--- src/rtl/dsp_sensor_pkg.sv ---
// Shared types and helpers for the sensor-array tap calibrator.
// Latency: n/a (package only).
// Backpressure: n/a.
package dsp_sensor_pkg;

  // Width of every tap-delay control word.
  localparam int TAP_W = 5;

  typedef enum logic [2:0] {
    ST_IDLE   = 3'd0,
    ST_SETTLE = 3'd1,
    ST_ACC    = 3'd2,
    ST_EVAL   = 3'd3,
    ST_LOCKED = 3'd4
  } cal_state_e;

  // Bits needed to hold the total popcount of nch words of pw bits.
  function automatic int sum_width(input int nch, input int pw);
    return $clog2(nch * pw + 1);
  endfunction

endpackage

--- src/rtl/sensor_popcount.sv ---
// Registered popcount of one sensor channel's P word.
// Latency: 1 cycle from p_i to cnt_o.
// Backpressure: none, produces a result every cycle.
//
// Ports:
//   clk, rst_n  - clock, synchronous active-low reset
//   p_i         - channel P word
//   cnt_o       - number of ones in p_i, registered
module sensor_popcount #(
  parameter int PW = 48,
  localparam int CW = $clog2(PW + 1)
) (
  input  logic          clk,
  input  logic          rst_n,
  input  logic [PW-1:0] p_i,
  output logic [CW-1:0] cnt_o
);

  logic [CW-1:0] cnt_d;
  logic [CW-1:0] cnt_q;

  always_comb begin
    cnt_d = '0;
    for (int i = 0; i < PW; i++) begin
      cnt_d = cnt_d + CW'(p_i[i]);
    end
  end

  always_ff @(posedge clk) begin
    if (!rst_n) begin
      cnt_q <= '0;
    end else begin
      cnt_q <= cnt_d;
    end
  end

  assign cnt_o = cnt_q;

endmodule

--- src/rtl/dsp_sensor_array_cal.sv ---
// Sweeps the data-path tap over all 32 values, picks the tap whose averaged
// sensor popcount is closest to half-scale, then streams popcount sums.
// Latency: sensor_p -> sum 2 cycles; sum -> out_data 1 cycle; full sweep
// 32*(SETTLE+2^AVG_LOG2+1) cycles. Backpressure: valid/ready output; samples
// arriving while a sample is stalled are dropped and counted in drop_cnt.
//
// Ports:
//   clk, rst_n            - clock, synchronous active-low reset
//   sensor_p              - NCH concatenated P words, channel 0 in the LSBs
//   cfg_taps_clk/taps_clk - clock-path tap request and its registered copy
//   cal_start             - single-cycle calibration request
//   taps_A                - data-path tap driven to every channel
//   busy, locked          - sweep in progress / tap chosen and streaming
//   cal_done              - one-cycle pulse on lock
//   best_err              - |mean - NCH*PW/2| of the chosen tap
//   out_data/valid/ready  - popcount-sum sample stream
//   drop_cnt              - saturating count of dropped samples
module dsp_sensor_array_cal
  import dsp_sensor_pkg::*;
#(
  parameter int NCH      = 4,
  parameter int PW       = 48,
  parameter int SETTLE   = 8,
  parameter int AVG_LOG2 = 4,
  localparam int SW      = sum_width(NCH, PW)
) (
  input  logic                 clk,
  input  logic                 rst_n,
  input  logic [NCH*PW-1:0]    sensor_p,
  input  logic [TAP_W-1:0]     cfg_taps_clk,
  input  logic                 cal_start,
  output logic [TAP_W-1:0]     taps_clk,
  output logic [TAP_W-1:0]     taps_A,
  output logic                 busy,
  output logic                 locked,
  output logic                 cal_done,
  output logic [SW-1:0]        best_err,
  output logic [SW-1:0]        out_data,
  output logic                 out_valid,
  input  logic                 out_ready,
  output logic [15:0]          drop_cnt
);

  localparam int CW = $clog2(PW + 1);
  localparam int AW = SW + AVG_LOG2;
  localparam logic [SW-1:0]    TARGET      = SW'(NCH * PW / 2);
  localparam logic [15:0]      SETTLE_LAST = 16'(SETTLE - 1);
  localparam logic [15:0]      ACC_LAST    = 16'((1 << AVG_LOG2) - 1);
  localparam logic [TAP_W-1:0] TAP_LAST    = '1;

  // Popcount pipeline: per-channel count, then channel sum.
  logic [CW-1:0] pc [NCH];
  logic [SW-1:0] sum_d, sum_q;

  for (genvar g = 0; g < NCH; g++) begin : g_ch
    sensor_popcount #(.PW(PW)) u_pc (
      .clk   (clk),
      .rst_n (rst_n),
      .p_i   (sensor_p[g*PW +: PW]),
      .cnt_o (pc[g])
    );
  end

  always_comb begin
    sum_d = '0;
    for (int c = 0; c < NCH; c++) begin
      sum_d = sum_d + SW'(pc[c]);
    end
  end

  // Calibration and stream state.
  cal_state_e       state_d, state_q;
  logic [15:0]      cnt_d, cnt_q;
  logic [AW-1:0]    acc_d, acc_q;
  logic [TAP_W-1:0] taps_a_d, taps_a_q;
  logic [TAP_W-1:0] best_tap_d, best_tap_q;
  logic [SW-1:0]    best_err_d, best_err_q;
  logic             cal_done_d, cal_done_q;
  logic             restart_d, restart_q;
  logic             out_vld_d, out_vld_q;
  logic [SW-1:0]    out_dat_d, out_dat_q;
  logic [15:0]      drop_d, drop_q;
  logic [TAP_W-1:0] taps_clk_q;

  logic [SW-1:0]    mean;
  logic [SW-1:0]    err;
  logic             better;
  logic [TAP_W-1:0] tap_pick;
  logic             slot_free;
  logic             start;

  // Averaging is a plain shift; strict compare keeps the lowest tap on ties.
  assign mean      = acc_q[AW-1:AVG_LOG2];
  assign err       = (mean >= TARGET) ? (mean - TARGET) : (TARGET - mean);
  assign better    = (err < best_err_q);
  assign tap_pick  = better ? taps_a_q : best_tap_q;
  assign slot_free = !out_vld_q || out_ready;

  always_comb begin
    state_d    = state_q;
    cnt_d      = cnt_q;
    acc_d      = acc_q;
    taps_a_d   = taps_a_q;
    best_tap_d = best_tap_q;
    best_err_d = best_err_q;
    cal_done_d = 1'b0;
    restart_d  = restart_q;
    out_vld_d  = out_vld_q;
    out_dat_d  = out_dat_q;
    drop_d     = drop_q;
    start      = 1'b0;

    case (state_q)
      ST_IDLE: begin
        start = cal_start;
      end

      ST_SETTLE: begin
        if (cnt_q == SETTLE_LAST) begin
          state_d = ST_ACC;
          cnt_d   = '0;
          acc_d   = '0;
        end else begin
          cnt_d = cnt_q + 16'd1;
        end
      end

      ST_ACC: begin
        acc_d = acc_q + AW'(sum_q);
        if (cnt_q == ACC_LAST) begin
          state_d = ST_EVAL;
        end else begin
          cnt_d = cnt_q + 16'd1;
        end
      end

      ST_EVAL: begin
        best_tap_d = tap_pick;
        if (better) begin
          best_err_d = err;
        end
        if (taps_a_q == TAP_LAST) begin
          state_d    = ST_LOCKED;
          taps_a_d   = tap_pick;
          cal_done_d = 1'b1;
        end else begin
          state_d  = ST_SETTLE;
          taps_a_d = taps_a_q + TAP_W'(1);
          cnt_d    = '0;
        end
      end

      ST_LOCKED: begin
        if (restart_q || cal_start) begin
          // Recalibration requested: stop sampling and wait for any
          // stalled sample to be taken before restarting the sweep.
          restart_d = 1'b1;
          if (out_vld_q && out_ready) begin
            out_vld_d = 1'b0;
          end
          start = slot_free;
        end else if (slot_free) begin
          out_dat_d = sum_q;
          out_vld_d = 1'b1;
        end else if (drop_q != 16'hFFFF) begin
          drop_d = drop_q + 16'd1;
        end
      end

      default: begin
        state_d = ST_IDLE;
      end
    endcase

    if (start) begin
      state_d    = ST_SETTLE;
      cnt_d      = '0;
      taps_a_d   = '0;
      best_tap_d = '0;
      best_err_d = '1;
      drop_d     = '0;
      restart_d  = 1'b0;
    end
  end

  always_ff @(posedge clk) begin
    if (!rst_n) begin
      sum_q      <= '0;
      state_q    <= ST_IDLE;
      cnt_q      <= '0;
      acc_q      <= '0;
      taps_a_q   <= '0;
      best_tap_q <= '0;
      best_err_q <= '0;
      cal_done_q <= 1'b0;
      restart_q  <= 1'b0;
      out_vld_q  <= 1'b0;
      out_dat_q  <= '0;
      drop_q     <= '0;
      taps_clk_q <= '0;
    end else begin
      sum_q      <= sum_d;
      state_q    <= state_d;
      cnt_q      <= cnt_d;
      acc_q      <= acc_d;
      taps_a_q   <= taps_a_d;
      best_tap_q <= best_tap_d;
      best_err_q <= best_err_d;
      cal_done_q <= cal_done_d;
      restart_q  <= restart_d;
      out_vld_q  <= out_vld_d;
      out_dat_q  <= out_dat_d;
      drop_q     <= drop_d;
      taps_clk_q <= cfg_taps_clk;
    end
  end

  assign taps_clk  = taps_clk_q;
  assign taps_A    = taps_a_q;
  assign busy      = (state_q == ST_SETTLE) || (state_q == ST_ACC) ||
                     (state_q == ST_EVAL);
  assign locked    = (state_q == ST_LOCKED) && !restart_q;
  assign cal_done  = cal_done_q;
  assign best_err  = best_err_q;
  assign out_data  = out_dat_q;
  assign out_valid = out_vld_q;
  assign drop_cnt  = drop_q;

endmodule

--- config.mk ---
export PLATFORM = sky130hd
export DESIGN_NAME = dsp_sensor_array_cal
export DESIGN_NICKNAME = d
export VERILOG_FILES = /design/src/rtl/dsp_sensor_pkg.sv /design/src/rtl/sensor_popcount.sv /design/src/rtl/dsp_sensor_array_cal.sv
export SDC_FILE = /design/constraint.sdc
export NUM_CORES = 1
export LEC_CHECK = 0
export ABC_AREA = 0
export BUFFER_PORTS_ARGS = -buffer_cell sky130_fd_sc_hd__clkbuf_2
export CAP_MARGIN = 20
export CORE_MARGIN = 8
export CORE_UTILIZATION = 40
export CTS_CLUSTER_DIAMETER = 200
export DETAILED_ROUTE_END_ITERATION = 10
export PLACE_DENSITY = 0.67
export SLEW_MARGIN = 20
export SYNTH_ARGS = -nofsm -noshare
export SYNTH_HDL_FRONTEND = slang
export SYNTH_SLANG_ARGS = --single-unit
--- constraint.sdc ---
create_clock -name clk -period 8.2 [get_ports clk]
set_input_delay 1.64 -clock clk [delete_from_list [all_inputs] [get_ports clk]]
set_output_delay 1.64 -clock clk [all_outputs]
set_load 0.01 [all_outputs]
==> results by group, run 1 <==
Outcome
  – Outcome: finished clean

Critical path
  – Critical R2R Capture: best_err[6]
  – Slack of the worst reg-to-reg path: 5.00 ns
  – Worst Setup End Kind: register
  – Worst reg2reg startpoint: acc_q[9]
  – CP max FO: 2
  – Critical path data required time: 8.50 ns
  – Type of origin of the critical path: input pin
  – R2R depth: 9
  – Kind of critical path: in -> reg
  – Arrival time reported for the critical path endpoint: 6.99 ns

Clock tree
  – Max Root-Sink Buffers: 2
  – Root buffer cell: clkbuf_16
  – Total number of clock tree sinks: 113
  – Cts-stage hold buffer count: 0
  – H-Tree Level Count: 4
  – Inserted Clock Buffers: 17
  – Clock transition at the register clock pins on the worst setup and hold paths after CTS: 0.05 ns
  – Latest clock arrival within the worst-skew pair: 0.42 ns
  – Post-CTS Setup Bufs: 0
  – CTS tree: done
  – Quantity of gates resized following cts: 0

Finish
  – Combined area of the multi-input logic cells: 0.00696 mm^2
  – Storage element area: 0.00226 mm^2
  – Antenna Diode Count: 0
  – Layout-stage area growth over the synthesis result: 20.5%
  – Final layout net count: 1748
  – Fill cell total of the finished layout: 2413
  – Util after Layout: 0.484
  – Fraction of final layout cells with drive strength greater than 1: 0.225

STA
  – Fin Hold WS: 0.456 ns
  – Fin. Hold Viols: 0
  – Least-Margin Pin Slew: 1.01 ns
  – Clk_skew: 0.00390 ns
  – Worst setup slack after layout: 1.51 ns
  – Post-route fraction of the period consumed by the critical path: 0.816
  – Highest clock frequency the design can meet: 149 MHz
  – Worst slew margin relative to its limit: 0.325
  – Setup violation total in the final timing report: 0
  – Unrepaired setup endpoints after global routing: no
  – Final Max Slew Viols: 0
  – Clock period minus final worst setup slack: 6.69 ns
  – Final total negative setup slack: 0 ns

Route
  – Routed vias/inst: 4.73
  – Overall routed net length: 22800 um
  – Via count: 7853
  – DR pass1 iterations: 4
  – DRC viols: 0
  – Routed Antenna Nets: 0
  – Initial detailed-routing violation count: 256
  – Wire length per cell: 13.7 um

Global route
  – Antenna violations before repair: 0
  – Maximum number of pins on one net before global-route repair: 37
  – Via count of the first global-routing pass: 8546
  – Wire length of the first global-routing pass: 39000 um
  – Global route overflow: 0
  – Global-route usage over all layers: 0.152

Floorplanning
  – Floorplan die area: 0.0313 mm^2
  – Standard cell core area: 0.0258 mm^2
  – Starting utilization of the core area: 0.402
  – Top-level port count: 247
  – Row count: 59
  – Die X-Extent: 177 um
  – Floorplan die height: 177 um

Placed design
  – Place WS: 1.04 ns
  – PortBufs: 246
  – Gp weighted congestion: 0.834
  – Hpwl dp: 19800 um

Logic synthesis
  – Yosys warning total: 0
  – Share of synthesized registers carrying an async set or reset: 0
  – Syn_area_per_cell: 9.64 um^2
  – Cell area after technology mapping: 0.0104 mm^2
  – Post-synth EDFFs: 0
  – Synthesized netlist cell count: 1074
  – Count of different cell masters after synthesis: 73
  – Post-synthesis sequential element count: 113
  – Post-synthesis net count: 1508
  – Primary FF master, synth: dfxtp_1
  – Share of the yosys chip area belonging to registers: 0.218

Job
  – MaxCap Viol Count: 0

Worst hold path
  – Count of cells along the worst hold path: 2
  – Hold Crit Start: best_tap_q[4]
  – Hold Path End: best_tap_q[4]
  – Type of the worst min-delay path: reg -> reg

Power
  – Leakage: 6.37 nW
  – Power density over the cells: 461 mW/mm^2
  – Peak VDD IR: 507 uV
[per-layer routing]
metal / global-route usage / part of all wire
met3: 0.0369 / 0.058
met1: 0.176 / 0.41
met2: 0.274 / 0.52
met5: 0 / 0
met4: 0.0417 / 0.016
[how the worst max path moves through the flow]
stage                        from  depth (start not counted)  slack (ns)               endpoint
global route        sensor_p[145]                         20        1.29  g_ch[3].u_pc.cnt_o[4]
finish              sensor_p[144]                         20        1.51  g_ch[3].u_pc.cnt_o[4]
detailed placement  sensor_p[144]                         20        1.04  g_ch[3].u_pc.cnt_o[4]
CTS                 sensor_p[144]                         20        1.48  g_ch[3].u_pc.cnt_o[4]
floorplan           sensor_p[144]                         19        1.37  g_ch[3].u_pc.cnt_o[4]
global placement    sensor_p[144]                         20        1.14  g_ch[3].u_pc.cnt_o[4]
[final cells by class]
class                           count  area share
Clock inverter                     10      0.0108
Multi-Input combinational cell    672       0.558
Clock buffer                       21      0.0369
Sequential cell                   113       0.181
Inverter                          261      0.0785
Timing Repair Buffer              249       0.101
Tap cell                          335      0.0336
[cell usage in the layout (no fill, tap or decap), drive strengths merged, types with 20 or more instances in the layout]
master,Yosys,layout
inv,260,260
clkbuf,15,267
fa,169,169
xnor2,25,25
nor2,84,84
dfxtp,113,113
nand2,32,32
nand3,25,25
o21ai,25,25
ha,64,64
xor2,20,20
a21oi,36,36
[registers in the layout, summed over array words and instances (netlist names), 8 cells and up]
signal and count:
cnt_q 16, acc_q 12, drop_cnt 16, g_ch.u_pc.cnt_o 24
best_err 8, sum_q 8, out_data 8
[metrics by stage]
| stage | power [W] | instance area [um^2] | instances |
|---|---|---|---|
| 2_1_floorplan | 0.00422 | 10400 | 1074 |
| 3_3_place_gp | 0.00495 | 11900 | 1630 |
| 3_5_place_dp | 0.00510 | 11900 | 1630 |
| 4_1_cts | 0.00590 | 12500 | 1661 |
| 5_1_grt | 0.00667 | 12500 | 1661 |
| 6_report | 0.00575 | 12500 | 1661 |
[worst max-delay path: stages]
cell and delay [ns]:
clkbuf_2 0.08, ha_1 0.26, inv_1 0.04, fa_1 0.47
inv_1 0.05, fa_1 0.48, fa_1 0.56, fa_1 0.44
fa_1 0.51, fa_1 0.53, inv_1 0.05, fa_1 0.47
inv_1 0.05, fa_1 0.40, fa_1 0.41, a21oi_1 0.16
nor2_1 0.05, nor2_1 0.12, xor2_1 0.16, nor2_1 0.06
[cells by family after synthesis]
logic type / after synthesis / share of synthesized area
simple gates: 246 / 0.127
flops: 113 / 0.218
compound gates: 133 / 0.0893
mux: 15 / 0.0146
fa+ha+maj: 233 / 0.404
buf+inv: 289 / 0.109
xor+xnor: 45 / 0.0381
[where the power goes]
| group | switching, W | internal, W | total, W |
|---|---|---|---|
| clock network | 0.000255 | 0.000490 | 0.000745 |
| registers | 0.0000489 | 0.000667 | 0.000716 |
| logic | 0.00229 | 0.00200 | 0.00429 |
| total | 0.00260 | 0.00315 | 0.00575 |
[cells in the mapped netlist, drive strengths merged, types with 10 or more instances]
cell type / number / share of area
inv: 260 / 0.094
clkbuf: 15 / 0.0054
ha: 64 / 0.077
and2: 18 / 0.011
and3: 10 / 0.0060
a21o: 11 / 0.0080
xnor2: 25 / 0.021
xor2: 20 / 0.017
mux2i: 14 / 0.014
a21oi: 36 / 0.017
nor2: 84 / 0.031
buf: 13 / 0.0088
o21ai: 25 / 0.012
nor3: 18 / 0.0087
nand4: 15 / 0.012
nor4: 10 / 0.0075
nand2: 32 / 0.012
fa: 169 / 0.33
dfxtp: 113 / 0.22
nand3: 25 / 0.012
No activity file was read; power rests on OpenSTA's default activity.
==> run 2, diff against run 1 <==
ABC_AREA = 1   (was 0)
PLACE_DENSITY = 0.7   (was 0.67)
clock period = 5.9 ns   (was 8.2 ns; I/O delays follow)
==> run 2 against run 1 <==
The run now ends with negative setup slack left. Total power up 68%. Via count up 15%. Critical endpoint unchanged. Global-route usage up 0.38 points. Sequential cell count unchanged. Final area increased by 6.5%. Routed wire length is 11% higher. Largest power group unchanged.
==> results by group, run 2 <==
Placed design
  – Hpwl dp: 21100 um (was 19800 um)
  – PortBufs: 246 (unchanged)
  – Gp weighted congestion: 0.853 (was 0.834)

Logic synthesis
  – Yosys warning total: 0 (unchanged)
  – Post-synthesis sequential element count: 113 (unchanged)
  – Primary FF master, synth: dfxtp_1 (unchanged)
  – Share of the yosys chip area belonging to registers: 0.210 (was 0.218)
  – Most area-hungry cell type in the Yosys netlist: fa_1 (unchanged)
  – Syn_area_per_cell: 8.13 um^2 (was 9.64 um^2)
  – Yosys top cell area share: 0.314 (was 0.327)
  – Synthesized netlist cell count: 1325 (was 1074)
  – Most common cell in the netlist: inv_1 (unchanged)
  – Synth top area cells: fa_1, dfxtp_1, inv_1 (unchanged)
  – Post-synthesis net count: 1759 (was 1508)
  – Post-synth EDFFs: 0 (unchanged)
  – Commonest cells in the synthesized netlist: inv_1, nand2_1, fa_1, nor2_1, dfxtp_1 (was inv_1, fa_1, dfxtp_1, nor2_1, ha_1)
  – Share of synthesized registers carrying an async set or reset: 0 (unchanged)
  – Cell area after technology mapping: 0.0108 mm^2 (was 0.0104 mm^2)
  – Count of different cell masters after synthesis: 40 (was 73)

Finish
  – Final layout net count: 2027 (was 1748)
  – Fraction of final layout cells with drive strength greater than 1: 0.230 (was 0.225)
  – Leading cell type in the layout, fill and taps excluded: inv_1 (unchanged)
  – Top library cells by usage in the layout, fill and taps aside: inv_1, clkbuf_2, nand2_1 (was inv_1, clkbuf_2, fa_1)
  – Antenna Diode Count: 0 (unchanged)
  – Fill cell total of the finished layout: 2586 (was 2413)
  – Max reg flops: 24 (unchanged)
  – Layout-stage area growth over the synthesis result: 23.3% (was 20.5%)

Global route
  – Maximum number of pins on one net before global-route repair: 52 (was 37)
  – Antenna violations before repair: 0 (unchanged)
  – Wire length of the first global-routing pass: 42600 um (was 39000 um)
  – Global-route usage over all layers: 0.155 (was 0.152)
  – Global route overflow: 0 (unchanged)
  – Via count of the first global-routing pass: 9589 (was 8546)

Power
  – Power Internal: 0.00531 W (was 0.00315 W)
  – Power density over the cells: 728 mW/mm^2 (was 461 mW/mm^2)
  – Peak VDD IR: 725 uV (was 507 uV)
  – Logic pwr share: 0.784 (was 0.746)
  – Leakage: 6.88 nW (was 6.37 nW)
  – Fraction of power consumed by the clock network: 0.114 (was 0.130)
  – Reg power frac: 0.102 (was 0.125)
  – Total net switching power: 0.00436 W (was 0.00260 W)
  – Switching part of the total: 0.451 (was 0.452)

STA
  – Post-route fraction of the period consumed by the critical path: 1.02
  – Worst setup slack after layout: -0.138 ns (was 1.51 ns)
  – Highest clock frequency the design can meet: 166 MHz
  – Setup violation total in the final timing report: 6 (was 0)
  – Final Max Slew Viols: 0 (unchanged)
  – Clk_skew: 0.0174 ns (was 0.00390 ns)
  – Fin. Hold Viols: 0 (unchanged)
  – Worst slew margin relative to its limit: 0.521 (was 0.325)
  – Clock period minus final worst setup slack: 6.04 ns
  – Unrepaired setup endpoints after global routing: yes (was no)
  – Final total negative setup slack: -0.327 ns (was 0 ns)
  – Fin Hold WS: 0.467 ns (was 0.456 ns)
  – Least-Margin Pin Slew: 0.718 ns (was 1.01 ns)

Floorplanning
  – Standard cell core area: 0.0267 mm^2 (was 0.0258 mm^2)
  – Floorplan die height: 180 um (was 177 um)
  – Floorplan die area: 0.0324 mm^2 (was 0.0313 mm^2)
  – Die X-Extent: 180 um (was 177 um)
  – Row count: 60 (was 59)
  – Top-level port count: 247 (unchanged)
  – Starting utilization of the core area: 0.403 (was 0.402)

Clock tree
  – Latest clock arrival within the worst-skew pair: 0.42 ns (about the same)
  – Cts-stage hold buffer count: 0 (unchanged)
  – Max Root-Sink Buffers: 2 (unchanged)
  – Root buffer cell: clkbuf_16 (unchanged)
  – H-Tree Level Count: 4 (unchanged)
  – Clock transition at the register clock pins on the worst setup and hold paths after CTS: 0.05 ns (about the same)
  – Total number of clock tree sinks: 113 (unchanged)
  – CTS tree: done (unchanged)
  – Inserted Clock Buffers: 17 (unchanged)

Critical path
  – Maximum cell stage delay along the critical path: 0.54 ns (was 0.56 ns)
  – Kind of critical path: in -> reg (unchanged)
  – Worst Path Buf+Inv: 6 (was 5)
  – CP max FO: 2 (unchanged)
  – Crit path from: sensor_p[145] (was sensor_p[144])
  – Worst Setup End Kind: register (unchanged)
  – Cell-by-cell trace of the critical path: buf_6 -> ha_4 -> inv_2 -> fa_1 -> inv_2 -> fa_1 -> fa_1 -> fa_1 -> fa_1 -> fa_1 -> inv_1 -> fa_1 -> inv_1 -> fa_2 -> fa_2 -> nand2_2 -> inv_2 -> nor2_2 -> nor2_1 -> nor2_1 -> o21ai_1 -> a21oi_1 (was clkbuf_2 -> ha_1 -> inv_1 -> fa_1 -> inv_1 -> fa_1 -> fa_1 -> fa_1 -> fa_1 -> fa_1 -> inv_1 -> fa_1 -> inv_1 -> fa_1 -> fa_1 -> a21oi_1 -> nor2_1 -> nor2_1 -> xor2_1 -> nor2_1)
  – Cell with the largest stage delay on the worst path: fa_1 (unchanged)
  – Worst reg2reg startpoint: g_ch[1].u_pc.cnt_o[1] (was acc_q[9])
  – Cell family with the largest share of critical-path delay: adder cells (unchanged)
  – Type of origin of the critical path: input pin (unchanged)
  – Critical path data required time: 6.24 ns (was 8.50 ns)
  – Cell mode on critical path: fa_1 (unchanged)
  – Arrival time reported for the critical path endpoint: 6.38 ns (was 6.99 ns)

Route
  – Routed Antenna Nets: 0 (unchanged)
  – Routed vias/inst: 4.64 (was 4.73)
  – DRC viols: 0 (unchanged)
  – Wire length per cell: 13.0 um (was 13.7 um)
  – Initial detailed-routing violation count: 297 (was 256)
  – DR pass1 iterations: 5 (was 4)
  – Via count: 9042 (was 7853)
  – Overall routed net length: 25300 um (was 22800 um)

Job
  – MaxCap Viol Count: 0 (unchanged)

Outcome
  – Outcome: finished, violations left (was finished clean)
  – Violated checks: negative setup slack

Worst hold path
  – Type of the worst min-delay path: reg -> reg (unchanged)
  – Hold Crit Start: acc_q[2] (was best_tap_q[4])
## run 2: cell count changes in the layout (fill, tap and decap cells not counted), moves of 16 or more
cell     before  now
o21ai_0      22   49
fa_2          0   18
nor2_1       83  117
buf_4         3   19
inv_2         1   20
nand3_1      25   59
fa_1        169  151
a21oi_1      36   74
inv_1       259  340
xnor2_1      25    6
nand2_1      32  203
and2_1       17    1
## run 2: cell families (layout without fill, tap and decap cells)
group	after synthesis	in the layout	synth area share
buf+inv	379	660	0.137
xor+xnor	23	23	0.0187
fa+ha+maj	233	233	0.388
compound gates	149	149	0.0746
simple gates	428	428	0.172
flops	113	113	0.210
## run 2: path summary, 6_finish.rpt
path	slack, ns	end	depth (start not counted)
min reg2reg	0.47	acc_q[2]	2
max reg2reg	3.07	sum_q[7]	10
min	0.47	acc_q[2]	2
max	-0.14	g_ch[3].u_pc.cnt_o[4]	22
## run 2: per-stage QoR
step / power, W / std cells / utilization / setup WS [ns] / instance area [um^2]
2_1_floorplan: 0.00579 / 1325 / - / -0.292 / 10800
3_3_place_gp: 0.00770 / 1913 / 0.469 / -0.587 / 12500
3_5_place_dp: 0.00795 / 1913 / 0.469 / -0.639 / 12500
4_1_cts: 0.00912 / 1945 / 0.493 / -0.165 / 13200
5_1_grt: 0.0110 / 1947 / 0.497 / -0.346 / 13300
6_report: 0.00967 / 1947 / 0.497 / -0.138 / 13300
## run 2: routing by layer
layer / vias to the layer above / global-route usage / part of all wire
met4: 0 / 0.0311 / 0.0079
met3: 16 / 0.0371 / 0.051
met2: 202 / 0.302 / 0.55
met1: 4328 / 0.168 / 0.40
li1: 4496 / - / -
met5: - / 0 / 0
## run 2: what timing repair did
action / in CTS / in global routing
gates resized for setup: 2 / 27
pin swaps: 2 / 20
buffers inserted: 0 / 3
endpoints found under the setup margin: 2 / 13
## run 2: power groups by stage
| stage | combinational, W | clock, W | sequential, W |
|---|---|---|---|
| 2_1_floorplan | 0.00481 | 0 | 0.000981 |
| 3_3_place_gp | 0.00670 | 0 | 0.00100 |
| 3_5_place_dp | 0.00694 | 0 | 0.00100 |
| 4_1_cts | 0.00700 | 0.00113 | 0.000988 |
| 5_1_grt | 0.00889 | 0.00116 | 0.000996 |
| 6_report | 0.00759 | 0.00110 | 0.000985 |
## run 2: worst min-delay path: cells and delay by family, from the launching register on
kind             cells  cell delay [ns]
flip-flops           1             0.31
AND/OR/NAND/NOR      1             0.06
AO/OA/AOI/OAI        1             0.05
## run 2: final cells by class
cell class                 count  area [um^2]  share of cell area
inverter                     361         1360               0.102
sequential                   113         2260               0.170
clock buffer                  18          429              0.0323
multi-input combinational    833         7200               0.542
timing repair buffer         267         1410               0.106
tap                          341          427              0.0321
clock inverter                14          205              0.0154
